### src/rtl/hesap_hakem_if.sv
// hesap_hakem_if
//   Bundles the signals around the calculator arbiter:
//   - two request channels (req0_*, req1_*): gecerli/tur/sayi1/sayi2 in, hazir out
//   - calculator channel (calc_*): start pulse and operands out, hazir/gecerli/sonuc/tasma in
//   - response channel (yanit_*): gecerli/id/sonuc/tasma/hata out, hazir in
//   - mesgul: arbiter busy indication
//   modport master: the arbiter side; modport slave: requesters, calculator and consumer.
interface hesap_hakem_if;
  logic        req0_gecerli;
  logic        req0_hazir;
  logic [2:0]  req0_tur;
  logic [31:0] req0_sayi1;
  logic [31:0] req0_sayi2;

  logic        req1_gecerli;
  logic        req1_hazir;
  logic [2:0]  req1_tur;
  logic [31:0] req1_sayi1;
  logic [31:0] req1_sayi2;

  logic        calc_basla;
  logic [2:0]  calc_tur;
  logic [31:0] calc_sayi1;
  logic [31:0] calc_sayi2;
  logic        calc_hazir;
  logic        calc_gecerli;
  logic [63:0] calc_sonuc;
  logic        calc_tasma;

  logic        yanit_gecerli;
  logic        yanit_hazir;
  logic        yanit_id;
  logic [63:0] yanit_sonuc;
  logic        yanit_tasma;
  logic        yanit_hata;

  logic        mesgul;

  modport master (
    input  req0_gecerli, req0_tur, req0_sayi1, req0_sayi2,
    output req0_hazir,
    input  req1_gecerli, req1_tur, req1_sayi1, req1_sayi2,
    output req1_hazir,
    output calc_basla, calc_tur, calc_sayi1, calc_sayi2,
    input  calc_hazir, calc_gecerli, calc_sonuc, calc_tasma,
    output yanit_gecerli, yanit_id, yanit_sonuc, yanit_tasma, yanit_hata,
    input  yanit_hazir,
    output mesgul
  );

  modport slave (
    output req0_gecerli, req0_tur, req0_sayi1, req0_sayi2,
    input  req0_hazir,
    output req1_gecerli, req1_tur, req1_sayi1, req1_sayi2,
    input  req1_hazir,
    input  calc_basla, calc_tur, calc_sayi1, calc_sayi2,
    output calc_hazir, calc_gecerli, calc_sonuc, calc_tasma,
    input  yanit_gecerli, yanit_id, yanit_sonuc, yanit_tasma, yanit_hata,
    output yanit_hazir,
    input  mesgul
  );
endinterface

### src/rtl/hesap_hakem.sv
// hesap_hakem
//   Two-port round-robin arbiter and sequencer in front of the shared calculator.
//   Accepts one request at a time, starts the calculator, waits for its result
//   (bounded by ZAMAN_ASIMI cycles) and returns it tagged with the requester id.
//   Ports:
//     clk  - clock, rising edge
//     rst  - asynchronous active-low reset
//     bus  - hesap_hakem_if.master (request, calculator and response channels)
//
//   state  | meaning
//   BOS    | idle, arbitrating between requesters
//   GONDER | start pulse to the calculator
//   BEKLE  | waiting for the calculator result or timeout
//   YANIT  | response presented, waiting for the consumer
module hesap_hakem #(
  parameter int ZAMAN_ASIMI = 16,
  parameter int SAYAC_GEN   = 8
) (
  input logic           clk,
  input logic           rst,
  hesap_hakem_if.master bus
);

  typedef enum logic [1:0] {BOS, GONDER, BEKLE, YANIT} durum_t;

  localparam logic [2:0]           GECERSIZ  = 3'b111;
  localparam logic [SAYAC_GEN-1:0] SAYAC_SON = SAYAC_GEN'(ZAMAN_ASIMI - 1);

  durum_t               durum;
  logic                 son_id;
  logic [SAYAC_GEN-1:0] sayac;

  logic        calc_basla_q;
  logic [2:0]  calc_tur_q;
  logic [31:0] calc_sayi1_q;
  logic [31:0] calc_sayi2_q;
  logic        yanit_gecerli_q;
  logic        yanit_id_q;
  logic [63:0] yanit_sonuc_q;
  logic        yanit_tasma_q;
  logic        yanit_hata_q;

  logic        talep_var;
  logic        tahsis;
  logic        kabul;
  logic [2:0]  sec_tur;
  logic [31:0] sec_sayi1;
  logic [31:0] sec_sayi2;

  // A tie goes to the requester that was not served last.
  always_comb begin
    talep_var = bus.req0_gecerli | bus.req1_gecerli;
    if (bus.req0_gecerli && bus.req1_gecerli) begin
      tahsis = ~son_id;
    end else begin
      tahsis = bus.req1_gecerli;
    end
    kabul     = (durum == BOS) && bus.calc_hazir && talep_var;
    sec_tur   = tahsis ? bus.req1_tur   : bus.req0_tur;
    sec_sayi1 = tahsis ? bus.req1_sayi1 : bus.req0_sayi1;
    sec_sayi2 = tahsis ? bus.req1_sayi2 : bus.req0_sayi2;
  end

  assign bus.req0_hazir = kabul && !tahsis;
  assign bus.req1_hazir = kabul && tahsis;

  always_ff @(posedge clk or negedge rst) begin
    if (!rst) begin
      durum           <= BOS;
      son_id          <= 1'b1;
      sayac           <= '0;
      calc_basla_q    <= 1'b0;
      calc_tur_q      <= '0;
      calc_sayi1_q    <= '0;
      calc_sayi2_q    <= '0;
      yanit_gecerli_q <= 1'b0;
      yanit_id_q      <= 1'b0;
      yanit_sonuc_q   <= '0;
      yanit_tasma_q   <= 1'b0;
      yanit_hata_q    <= 1'b0;
    end else begin
      case (durum)
        BOS: begin
          if (kabul) begin
            son_id       <= tahsis;
            yanit_id_q   <= tahsis;
            calc_tur_q   <= sec_tur;
            calc_sayi1_q <= sec_sayi1;
            calc_sayi2_q <= sec_sayi2;
            if (sec_tur == GECERSIZ) begin
              // Invalid opcode is answered directly, calculator stays untouched.
              yanit_gecerli_q <= 1'b1;
              yanit_hata_q    <= 1'b1;
              yanit_sonuc_q   <= '0;
              yanit_tasma_q   <= 1'b0;
              durum           <= YANIT;
            end else begin
              calc_basla_q <= 1'b1;
              durum        <= GONDER;
            end
          end
        end
        GONDER: begin
          calc_basla_q <= 1'b0;
          sayac        <= '0;
          durum        <= BEKLE;
        end
        BEKLE: begin
          // A result arriving on the expiry cycle still takes precedence.
          if (bus.calc_gecerli) begin
            yanit_gecerli_q <= 1'b1;
            yanit_sonuc_q   <= bus.calc_sonuc;
            yanit_tasma_q   <= bus.calc_tasma;
            yanit_hata_q    <= 1'b0;
            durum           <= YANIT;
          end else if (sayac == SAYAC_SON) begin
            yanit_gecerli_q <= 1'b1;
            yanit_sonuc_q   <= '0;
            yanit_tasma_q   <= 1'b0;
            yanit_hata_q    <= 1'b1;
            durum           <= YANIT;
          end else begin
            sayac <= sayac + 1'b1;
          end
        end
        YANIT: begin
          if (bus.yanit_hazir) begin
            yanit_gecerli_q <= 1'b0;
            durum           <= BOS;
          end
        end
        default: durum <= BOS;
      endcase
    end
  end

  assign bus.calc_basla    = calc_basla_q;
  assign bus.calc_tur      = calc_tur_q;
  assign bus.calc_sayi1    = calc_sayi1_q;
  assign bus.calc_sayi2    = calc_sayi2_q;
  assign bus.yanit_gecerli = yanit_gecerli_q;
  assign bus.yanit_id      = yanit_id_q;
  assign bus.yanit_sonuc   = yanit_sonuc_q;
  assign bus.yanit_tasma   = yanit_tasma_q;
  assign bus.yanit_hata    = yanit_hata_q;
  assign bus.mesgul        = (durum != BOS);

endmodule

### src/flat_wrapper.sv
// flat-port wrapper written by rule: the top's interface ports become plain ports
module hesap_hakem_flat 
#(
  parameter int ZAMAN_ASIMI = 16,
  parameter int SAYAC_GEN   = 8
)
  (clk, rst, bus_req0_gecerli, bus_req0_tur, bus_req0_sayi1, bus_req0_sayi2, bus_req0_hazir, bus_req1_gecerli, bus_req1_tur, bus_req1_sayi1, bus_req1_sayi2, bus_req1_hazir, bus_calc_basla, bus_calc_tur, bus_calc_sayi1, bus_calc_sayi2, bus_calc_hazir, bus_calc_gecerli, bus_calc_sonuc, bus_calc_tasma, bus_yanit_gecerli, bus_yanit_id, bus_yanit_sonuc, bus_yanit_tasma, bus_yanit_hata, bus_yanit_hazir, bus_mesgul);
  hesap_hakem_if bus_i ();
  input logic clk;
  input logic rst;
  input wire logic [$bits(bus_i.req0_gecerli)-1:0] bus_req0_gecerli;
  input wire logic [$bits(bus_i.req0_tur)-1:0] bus_req0_tur;
  input wire logic [$bits(bus_i.req0_sayi1)-1:0] bus_req0_sayi1;
  input wire logic [$bits(bus_i.req0_sayi2)-1:0] bus_req0_sayi2;
  output wire logic [$bits(bus_i.req0_hazir)-1:0] bus_req0_hazir;
  input wire logic [$bits(bus_i.req1_gecerli)-1:0] bus_req1_gecerli;
  input wire logic [$bits(bus_i.req1_tur)-1:0] bus_req1_tur;
  input wire logic [$bits(bus_i.req1_sayi1)-1:0] bus_req1_sayi1;
  input wire logic [$bits(bus_i.req1_sayi2)-1:0] bus_req1_sayi2;
  output wire logic [$bits(bus_i.req1_hazir)-1:0] bus_req1_hazir;
  output wire logic [$bits(bus_i.calc_basla)-1:0] bus_calc_basla;
  output wire logic [$bits(bus_i.calc_tur)-1:0] bus_calc_tur;
  output wire logic [$bits(bus_i.calc_sayi1)-1:0] bus_calc_sayi1;
  output wire logic [$bits(bus_i.calc_sayi2)-1:0] bus_calc_sayi2;
  input wire logic [$bits(bus_i.calc_hazir)-1:0] bus_calc_hazir;
  input wire logic [$bits(bus_i.calc_gecerli)-1:0] bus_calc_gecerli;
  input wire logic [$bits(bus_i.calc_sonuc)-1:0] bus_calc_sonuc;
  input wire logic [$bits(bus_i.calc_tasma)-1:0] bus_calc_tasma;
  output wire logic [$bits(bus_i.yanit_gecerli)-1:0] bus_yanit_gecerli;
  output wire logic [$bits(bus_i.yanit_id)-1:0] bus_yanit_id;
  output wire logic [$bits(bus_i.yanit_sonuc)-1:0] bus_yanit_sonuc;
  output wire logic [$bits(bus_i.yanit_tasma)-1:0] bus_yanit_tasma;
  output wire logic [$bits(bus_i.yanit_hata)-1:0] bus_yanit_hata;
  input wire logic [$bits(bus_i.yanit_hazir)-1:0] bus_yanit_hazir;
  output wire logic [$bits(bus_i.mesgul)-1:0] bus_mesgul;
  assign bus_i.req0_gecerli = bus_req0_gecerli;
  assign bus_i.req0_tur = bus_req0_tur;
  assign bus_i.req0_sayi1 = bus_req0_sayi1;
  assign bus_i.req0_sayi2 = bus_req0_sayi2;
  assign bus_req0_hazir = bus_i.req0_hazir;
  assign bus_i.req1_gecerli = bus_req1_gecerli;
  assign bus_i.req1_tur = bus_req1_tur;
  assign bus_i.req1_sayi1 = bus_req1_sayi1;
  assign bus_i.req1_sayi2 = bus_req1_sayi2;
  assign bus_req1_hazir = bus_i.req1_hazir;
  assign bus_calc_basla = bus_i.calc_basla;
  assign bus_calc_tur = bus_i.calc_tur;
  assign bus_calc_sayi1 = bus_i.calc_sayi1;
  assign bus_calc_sayi2 = bus_i.calc_sayi2;
  assign bus_i.calc_hazir = bus_calc_hazir;
  assign bus_i.calc_gecerli = bus_calc_gecerli;
  assign bus_i.calc_sonuc = bus_calc_sonuc;
  assign bus_i.calc_tasma = bus_calc_tasma;
  assign bus_yanit_gecerli = bus_i.yanit_gecerli;
  assign bus_yanit_id = bus_i.yanit_id;
  assign bus_yanit_sonuc = bus_i.yanit_sonuc;
  assign bus_yanit_tasma = bus_i.yanit_tasma;
  assign bus_yanit_hata = bus_i.yanit_hata;
  assign bus_i.yanit_hazir = bus_yanit_hazir;
  assign bus_mesgul = bus_i.mesgul;
  hesap_hakem #(.ZAMAN_ASIMI(ZAMAN_ASIMI), .SAYAC_GEN(SAYAC_GEN)) u_core (.clk(clk), .rst(rst), .bus(bus_i));
endmodule
### config.mk
export PLATFORM = sky130hd
export DESIGN_NAME = hesap_hakem_flat
export DESIGN_NICKNAME = d
export VERILOG_FILES = /design/src/rtl/hesap_hakem_if.sv /design/src/rtl/hesap_hakem.sv /design/src/flat_wrapper.sv
export SDC_FILE = /design/constraint.sdc
export NUM_CORES = 1
export LEC_CHECK = 0
export CORE_AREA = 2 2 136 138
export DETAILED_ROUTE_END_ITERATION = 8
export DIE_AREA = 0 0 138 140
export DONT_BUFFER_PORTS = 1
export GPL_ROUTABILITY_DRIVEN = 0
export PLACE_DENSITY_LB_ADDON = 0.3
export SLEW_MARGIN = 20
export SYNTH_ARGS = -nofsm -noshare
export SYNTH_HDL_FRONTEND = slang
export SYNTH_SLANG_ARGS = --single-unit
### constraint.sdc
create_clock -name clk -period 3.7 [get_ports clk]
set_clock_uncertainty 0.2 [all_clocks]
set_input_delay 1.11 -clock clk [delete_from_list [all_inputs] [get_ports clk]]
set_output_delay 1.11 -clock clk [all_outputs]
set_load 0.02 [all_outputs]
Word-level counts from Yosys, hierarchy flattened:

Cells that the tools add are included.

* equal/unequal tests: 12
* bitwise operators: 2
* muxes and demuxes: 34
* add/sub/neg operators: 1
* reductions and logical operators: 18

Operators with widths (number)
* 64-bit two-way mux: 4
* 64-bit case mux with 2 select lines: 1
* 32-bit two-way mux: 2
* 8-bit two-way mux: 2
* 8-bit case mux with 2 select lines: 1
* 1-bit two-way mux: 13
* 2-bit two-way mux: 5
* 2-bit != test (second input constant): 5
* 3-bit AND reduction: 3
* 8-bit by 1-bit adder with 8-bit output (second input constant): 1
* 8-bit by 4-bit equality test with 1-bit output (second input constant): 1
* 2-bit case mux with 4 select lines: 1
* 2-bit nonzero test: 4
* 1-bit case mux with 2 select lines: 3
* 1-bit logical AND: 5
* 5-bit AND reduction: 1
* 2-bit equality test (second input constant): 2
* 4-bit AND reduction: 1
* 3-bit equality test (second input constant): 1
* 3-bit two-way mux: 1
* 3-bit by 2-bit != test with 1-bit output (second input constant): 1
* 1-bit case mux with 3 select lines: 1
* 3-bit nonzero test: 1
* 2-bit by 1-bit equality test with 1-bit output (second input constant): 1
* other kinds (6): 6

* bits in registers: 147
* input bits: 206
* logic and storage cells: 79
* output and inout port bits: 139

Longest topological paths before layout:

Gate-level depths: netlist of the first run.

* depth in word-level cells: 7
* gate-level depth with buffers: 9
* mapped depth without buffers: 7

Worst setup path after synthesis of the first run:

OpenSTA, ideal clock, no wires.

* path type: in2out
* start point: input port bus_req1_gecerli
* end point: output port bus_req0_hazir
* stages: 5
* buffers on the path: 3
* arrival: 2.066 ns
* setup slack: 0.324 ns
* required time: 2.390 ns
* cells stage by stage: a21boi_1 buf_2 buf_2 buf_2 nor2_1

* longest elaborated chain between the ends: 4
* elaborated cells on any way between the ends: 6
* those cells by class: mux: 1; bitwise: 1; reduce/logical: 4

Ends and longest elaborated chain
* from (decl): RTL line flat_wrapper.sv:16 `input wire logic [$bits(bus_i.req1_gecerli)-1:0] bus_req1_gecerli;`
* 1-bit logical AND: RTL line hesap_hakem.sv:53 `if (bus.req0_gecerli && bus.req1_gecerli) begin`
* 1-bit two-way mux: RTL line hesap_hakem.sv:53
* 1-bit zero test: RTL line hesap_hakem.sv:64 `assign bus.req0_hazir = kabul && !tahsis;`
* 1-bit logical AND *: RTL line hesap_hakem.sv:64
* to (decl): RTL line flat_wrapper.sv:15 `output wire logic [$bits(bus_i.req0_hazir)-1:0] bus_req0_hazir;`

Mark *: on every way between the ends. The rest lies on a longest branch, timed or not.

Worst setup path in the final report of the first run:

* start point: register u_core.durum[1]
* end point: output port bus_req1_hazir

* longest elaborated chain between the ends: 4

Ends and longest elaborated chain
* from (decl): RTL line hesap_hakem.sv:29 `durum_t durum;`
* from (signal assigned): RTL line hesap_hakem.sv:69 `durum <= BOS;`
* from (signal assigned): RTL line hesap_hakem.sv:96 `durum <= YANIT;`
* from (signal assigned): RTL line hesap_hakem.sv:99 `durum <= GONDER;`
* 2-bit zero test: RTL line hesap_hakem.sv:58 `kabul = (durum == BOS) && bus.calc_hazir && talep_var;`
* 1-bit logical AND (2 in series): RTL line hesap_hakem.sv:58
* 1-bit logical AND: RTL line hesap_hakem.sv:65 `assign bus.req1_hazir = kabul && tahsis;`
* to (decl): RTL line flat_wrapper.sv:20 `output wire logic [$bits(bus_i.req1_hazir)-1:0] bus_req1_hazir;`

Every way passes these cells.

==> results.md, run 1 <==
- By area the synthesized netlist is led by dfrtp_1 59%, mux2i_1 10%, a22o_1 9.2%.
- The async set or reset register ratio after synthesis is 100%.
- The number of antenna violations at the first check in global routing is 0.
- The die is 140 µm tall.
- The final core utilization is 39.3%.
- Setup violations remaining at the end of the flow were counted as 0.
- In this run the deepest clock path goes through 2 buffers.
- For this block, the via count after detailed routing is 4044.
- The clock latency on the worst-skew pair is 410 ps.
- The number of max-cap violations is 0.
- Counting every instance in the synthesized netlist gives 528.
- The first global-routing pass estimated 24400 µm of wire.
- The synthesized netlist occupies a cell area of 6220 µm².
- STA puts the critical path data arrival time at 2030 ps.
- The fraction of synthesized cell area taken by the top area cell type is 58.7%.
- The flow ran to the end, and the final reports show no timing, DRC or antenna violations.
- The maximum VDD drop is 455 µV.
- Once detail routing completed, the nets flagged for antenna violations numbered 0.
- The setup slack of the worst register-to-register path is 1140 ps.
- Post-CTS timing repair inserted 0 buffers for setup.
- In this run, synthesis inferred 0 flip-flops with an integrated enable.
- The relative area change from synthesis to final layout is 12.3%.
- In the final layout, the share of cells above drive strength 1 is 9.30%.
- The routed via count divided by cell count is 5.35.
- Yosys printed 0 warnings.
- The number of global-route vias before repair is 4157.
- In this run the power density over the cells is 946 nW/µm².
- For this run, design rule violations remaining after detail routing come to 0.
- Before CTS, the worst setup slack after placement is 577 ps.
- The overall power is 6610 µW.
- The initial core utilization is 35.0%.
- The number of nets in the finished design is 725.
- The sort of element at the start of the critical path is a register.
- By count the netlist is led by 146 x dfrtp_1, 76 x nand2_1, 67 x o21ai_0, 65 x a22o_1, 65 x mux2i_1.
- The start-to-end type of the worst setup path is register to primary output.
- After synthesis, flip-flops and latches occupy 59.2% of the total area.
- The endpoint of the most critical register-to-register path is u_core.bus.calc_sayi1[27].
- The fraction of power consumed by combinational cells is 20.5%.
- For this block, the initial DRC count from the detailed router was 147.
- The biggest area contributor in the post-synthesis netlist is dfrtp_1.
- Counting tap cells, the placed design contains a total of 724 instances.
- The clock network burns 26.3% of the power.
- The synthesized netlist contains 40 unique library cells.
- The power dissipated by switching net loads is 2720 µW.
- The maximum fanout count along the critical path is 13.
- The worst register-to-register path begins at u_core.durum[1].
- After clock tree synthesis, the clock-pin slew on the worst setup and hold paths is 60 ps.
- The clock buffer count from CTS is 17.
- The total count of max-transition violations in the final report came to 0.
- The endpoint kind of the worst setup timing path is a primary output.
- The leakage power figure is 0.00327 µW.
- The TritonCTS clock tree is yes.
- Across all setup checks in the final design, the least slack found is 363 ps.
- The net count after synthesis is 739.
- Buffers inserted to repair hold after CTS numbered 0.
- Entering global routing, the biggest net connects 148 pins.
- Global routing finished with a remaining overflow of 0.
- After synthesis, the mean cell area works out to 11.8 µm².
- The number of rows created at floorplan is 49.
- The cell depth of the worst flop-to-flop path is 5.
- The I/O pin total is 345.
- The post-cts gate resize count is 0.
- The number of endpoints with negative hold slack in the final report is 0.
- From left edge to right edge, the die measures 138 µm.
- In the final timing run, aggregate negative setup slack is 0 ps.
- The cell type of the slowest stage on the worst timing path is nor2_1.
- The proportion of power drawn by flip-flops and latches is 53.2%.
- For this run, the total global-route usage over all layers was measured as 16.3%.
- On the worst path, the slowest cell contributes a delay of 470 ps.
- The design internal power is 3890 µW.
- For the pin with the worst max-slew slack, the measured transition is 1060 ps.
- STA puts the critical path data required time at 2390 ps.
- The tree is rooted in a clkbuf_16.
- The HPWL after detailed placement is 11300 µm.
- Measured against its own limit, the worst slew margin works out to 29.6%.
- The final layout contains routed wiring with a total length of 15900 µm.
- The first detailed-routing pass took 5 iterations.
- The min-delay analysis places its worst path in the category input port to asynchronous set/reset pin.
- The predominant post-synthesis flop cell is dfrtp_1.
- Synthesis inferred 147 register bits.
- Traced cell by cell, the critical path runs through inv_1 > ha_1 > o211ai_4 > nor2_1.
- The number of buffers added on ports is 0.
- The worst path needs 3340 ps of the cycle, external delays included.
- The diode insertion count for antenna repair is 0.
- The clock tree synthesis step divided the H-tree into 4 levels.
- CTS saw 147 sinks.
- The die covers 19300 µm².
- The fmax is 0.300 GHz.
- The final critical-path share of the clock period is 90.2%.
- The share of total power consumed by net switching is 41.2%.
- The wire length per cell after detailed routing is 21.0 µm.
- Setup repair after global routing left no endpoint under its margin.
- The most common cell in the synthesized netlist is dfrtp_1.
- The count of cells in the finished layout, fillers not included, comes to 756.
- The core region area is 17800 µm².
layout by cell type (no fill, tap or decap), types with 4 or more instances in the layout:
master,count
inv_1,6
a22o_1,65
inv_6,5
mux2i_1,65
a31oi_1,4
ha_1,5
clkinvlp_4,4
nand2_1,76
nand3_1,5
a21oi_1,6
clkbuf_16,17
dfrtp_1,146
o21ai_0,67
nor2_1,12
worst max-delay path by stage:
stage | to | start | slack [ps] | depth (start not counted)
2_1_floorplan | bus_req0_hazir | bus_req1_gecerli | 320 | 5
3_3_place_gp | bus_req1_hazir | bus_req1_gecerli | 680 | 2
3_5_place_dp | u_core.bus.calc_sayi1[27] | bus_req1_gecerli | 580 | 4
4_1_cts | bus_req1_hazir | u_core.durum[1] | 340 | 4
5_1_grt | bus_req1_hazir | u_core.durum[1] | 210 | 4
6_report | bus_req1_hazir | u_core.durum[1] | 360 | 4
state kept, by name, indices dropped and copies added (netlist names):
name,count
u_core.bus.yanit_id,1
u_core.bus.calc_sayi1,32
u_core.son_id,1
u_core.bus.calc_basla,1
u_core.sayac,8
u_core.bus.calc_tur,3
u_core.bus.yanit_sonuc,64
u_core.bus.yanit_hata,1
u_core.bus.calc_sayi2,32
u_core.bus.yanit_gecerli,1
u_core.durum,2
u_core.bus.yanit_tasma,1
cell type report:
class                   instances  area, µm²
clock buffers                  19        443
clock inverters                13        148
fillers                      1681      10800
inverters                       6       22.5
multi-input cells             338       2350
flip-flops and latches        147       3680
well taps                     229        287
repair buffers                  4       55.1
worst max-delay path: cells and delay by family, from the launching register on:
family          cells  cell delay, ps
compound gates      1             220
fa+ha+maj           1             390
buf+inv             1             100
flops               1             420
simple gates        1             470
metal layers:
metal,vias to the layer above,global-route usage [%],share of wire [%]
met5,-,0,0
met4,0,6.98,2.4
met3,23,8.00,11
li1,1861,-,-
met1,1917,18.5,38
met2,243,26.2,48
stage by stage:
stage               hold WS, ps  cell area, µm²
floorplan                   279            6220
global placement            306            6390
detailed placement          329            6390
CTS                         163            6980
global route                151            6980
finish                      188            6980
power groups by stage:
stage / combinational, µW / sequential, µW / clock (µW)
2_1_floorplan: 1170 / 3340 / 0
3_3_place_gp: 1280 / 3550 / 0
3_5_place_dp: 1370 / 3540 / 0
4_1_cts: 1370 / 3530 / 1780
5_1_grt: 1540 / 3590 / 1870
6_report: 1360 / 3510 / 1740
cells by family (layout without fill, tap and decap cells):
logic type               Yosys count  count (layout)  share of synthesized area (%)
AO/OA/AOI/OAI                    154             154                           17.3
flip-flops                       147             147                           59.2
AND/OR/NAND/NOR                  107             107                           7.26
multiplexers                      67              67                           10.9
buffers and inverters             43              42                           3.64
adder cells (fa/ha/maj)            5               5                           1.01
XOR/XNOR                           5               5                          0.704
(Power assumes the default switching activity.)
==> inputs of run 2 (changes only) <==
PLACE_DENSITY_LB_ADDON = default   (was 0.3)
==> run 2 against run 1 <==
Worst setup slack better by 180 ps; cell area is 0.66% higher; utilization up 0.26 points; hold slack got worse by 3.9 ps; power grew 1.3%; maximum frequency is 5.8% higher; wire length rose by 1.0%; final cell count rose by 0.40%; non-clock buffer count rose by 2; critical path depth is the same; first-iteration DRC count increased by 12%.
==> results.md, run 2 (synthesis gave the netlist of run 1 again) <==
- The pin count of the biggest net entering global routing came to 148 (unchanged).
- Run status: complete, no violations (unchanged).
- The routed via count divided by cell count is 5.29 (was 5.35).
- The number of fill cells was 1708 (was 1681).
- The relative area change from synthesis to final layout is 13.0% (was 12.3%).
- The total count of max-transition violations in the final report is 0 (unchanged).
- The endpoint arrival time on the critical path is 1840 ps (was 2030 ps).
- Leading cell types in the layout, fill and taps excluded: 146 x dfrtp_1, 76 x nand2_1, 67 x o21ai_0 (unchanged).
- Setup repair after global routing missed its margin: no (unchanged).
- The maximum VDD drop came to 369 µV (was 455 µV).
- The total clock sinks was 147 (unchanged).
- The setup slack of the worst register-to-register path came to 1110 ps (was 1140 ps).
- The worst relative slew slack is 32.8% (was 29.6%).
- The TritonCTS clock tree is yes (unchanged).
- The final cell count without fillers is 759 (was 756).
- The sort of element at the start of the critical path is a register (unchanged).
- The final wirelength is 16100 µm (was 15900 µm).
- The final critical-path setup slack is 547 ps (was 363 ps).
- The number of flip-flops in the largest register came to 64 (unchanged).
- The fmax came to 0.317 GHz (was 0.300 GHz).
- The power per unit of standard cell area came to 952 nW/µm² (was 946 nW/µm²).
- The slew at the pin closest to its max-slew limit came to 1010 ps (was 1060 ps).
- The number of placed instances with taps included is 726 (was 724).
- The core region area was 17800 µm² (unchanged).
- The post-cts gate resize count is 0 (unchanged).
- The clock tree buffer depth came to 2 (unchanged).
- The final critical-path share of the clock period is 85.2% (was 90.2%).
- The number of hold-repair buffers added at the cts stage is 0 (unchanged).
- The worst setup path startpoint was u_core.durum[1] (unchanged).
- The post-route setup TNS is 0 ps (unchanged).
- The number of iterations in the first detailed-routing pass is 5 (unchanged).
- The number of global-route vias before repair came to 4226 (was 4157).
- The antenna violation net count after detailed routing is 0 (unchanged).
- The fraction of layout instances using a drive strength above 1 is 9.64% (was 9.30%).
- The number of buffers added on ports came to 0 (unchanged).
- The global-route total usage across every layer is 16.3% (about the same).
- The clock latency on the worst-skew pair came to 410 ps (about the same).
- The clock root buffer was clkbuf_16 (unchanged).
- The total die area was 19300 µm² (unchanged).
- The overall power came to 6690 µW (was 6610 µW).
- The H-tree depth is 4 (unchanged).
- The number of rows created at floorplan came to 49 (unchanged).
- The detailed-route via count is 4018 (was 4044).
- The endpoint kind of the worst setup timing path is a primary output (unchanged).
- The number of max-cap violations was 0 (unchanged).
- The required time of the critical path came to 2390 ps (about the same).
- The most common library cell in the layout ignoring fill and taps is dfrtp_1 (unchanged).
- The worst hold slack across all endpoints was 184 ps (was 188 ps).
- The classification of the worst-slack hold path is input port to asynchronous set/reset pin (unchanged).
- The reg-to-reg critical path startpoint is u_core.durum[1] (unchanged).
- The number of endpoints with negative hold slack in the final report is 0 (unchanged).
- The leakage power figure was 0.00329 µW (was 0.00327 µW).
- The post-CTS setup buffer count was 0 (unchanged).
- The initial core utilization is 35.0% (unchanged).
- The number of antenna violations at the first check in global routing is 2 (was 0).
- The I/O pin total was 345 (unchanged).
- The endpoint of the most critical register-to-register path is u_core.bus.yanit_sonuc[60] (was u_core.bus.calc_sayi1[27]).
- The clock edge transition at the registers on the reported setup and hold paths is 60 ps (about the same).
- The HPWL after detailed placement was 11700 µm (was 11300 µm).
- The cell depth of the worst flop-to-flop path is 8 (was 5).
- The DRC violations left is 0 (unchanged).
- The start-to-end type of the worst setup path is register to primary output (unchanged).
- The number of DRC markers in iteration 0 came to 164 (was 147).
- The number of setup violations in the final report is 0 (unchanged).
- The global-route wire length before repair is 24400 µm (about the same).
- The die height was 140 µm (unchanged).
- The number of nets in the finished design is 727 (was 725).
- The total global routing overflow was 0 (unchanged).
- The die outline width is 138 µm (unchanged).
- The maximum fanout count along the critical path was 8 (was 13).
- The worst-case setup slack after placement is 626 ps (was 577 ps).
- The shortest period the worst path allows is 3150 ps (was 3340 ps).
- The clock buffer count from CTS came to 17 (unchanged).
- The wire length per cell after detailed routing is 21.2 µm (was 21.0 µm).
[run 2: cell count changes in the layout (fill, tap and decap cells not counted)]
cell,previous run,this run
diode_2,0,1
inv_8,0,1
buf_4,2,5
inv_6,5,2
buf_12,2,1
bufinv_16,2,4
clkbuf_8,1,0
clkinvlp_4,4,3
clkinv_4,1,3
[run 2: final cells by class]
cell class                 instances  area [µm²]  share of cell area (%)
sequential                       147        3680                    52.3
multi-input combinational        338        2350                    33.4
clock buffer                      18         429                    6.10
tap                              229         287                    4.08
clock inverter                    14         203                    2.88
timing repair buffer               6        57.6                   0.819
inverter                           6        22.5                   0.320
antenna                            1        2.50                  0.0356
[run 2: layer usage]
layer	share of wire [%]	GRT usage, %	vias up
met5	0.12	0	-
met4	1.7	6.82	2
met3	11	7.90	18
met2	49	27.0	234
met1	38	18.0	1896
li1	-	-	1868
[run 2: worst max-delay path, cell delays in order, from the launching register on]
cell and delay, ps:
dfrtp_1 420, inv_1 100, ha_1 270, o211ai_4 140, nor2_1 500
[run 2: how the worst max path moves through the flow]
stage | to | cells past startpoint
global placement | u_core.bus.yanit_sonuc[12] | 6
CTS | bus_req1_hazir | 4
finish | bus_req1_hazir | 4
detailed placement | u_core.bus.calc_sayi2[7] | 4
global route | bus_req1_hazir | 4
floorplan | bus_req0_hazir | 5
[run 2: where the power goes]
group | total [µW] | switching [µW] | internal, µW
Sequential | 3510 | 1260 | 2250
Combinational | 1350 | 734 | 612
Clock | 1830 | 694 | 1140
Total | 6690 | 2690 | 4000
[run 2: stage by stage]
step,utilization (%),instance area [µm²]
finish,39.5,7030
global route,39.5,7030
CTS,39.5,7030
detailed placement,36.0,6400
global placement,36.0,6400
floorplan,-,6220
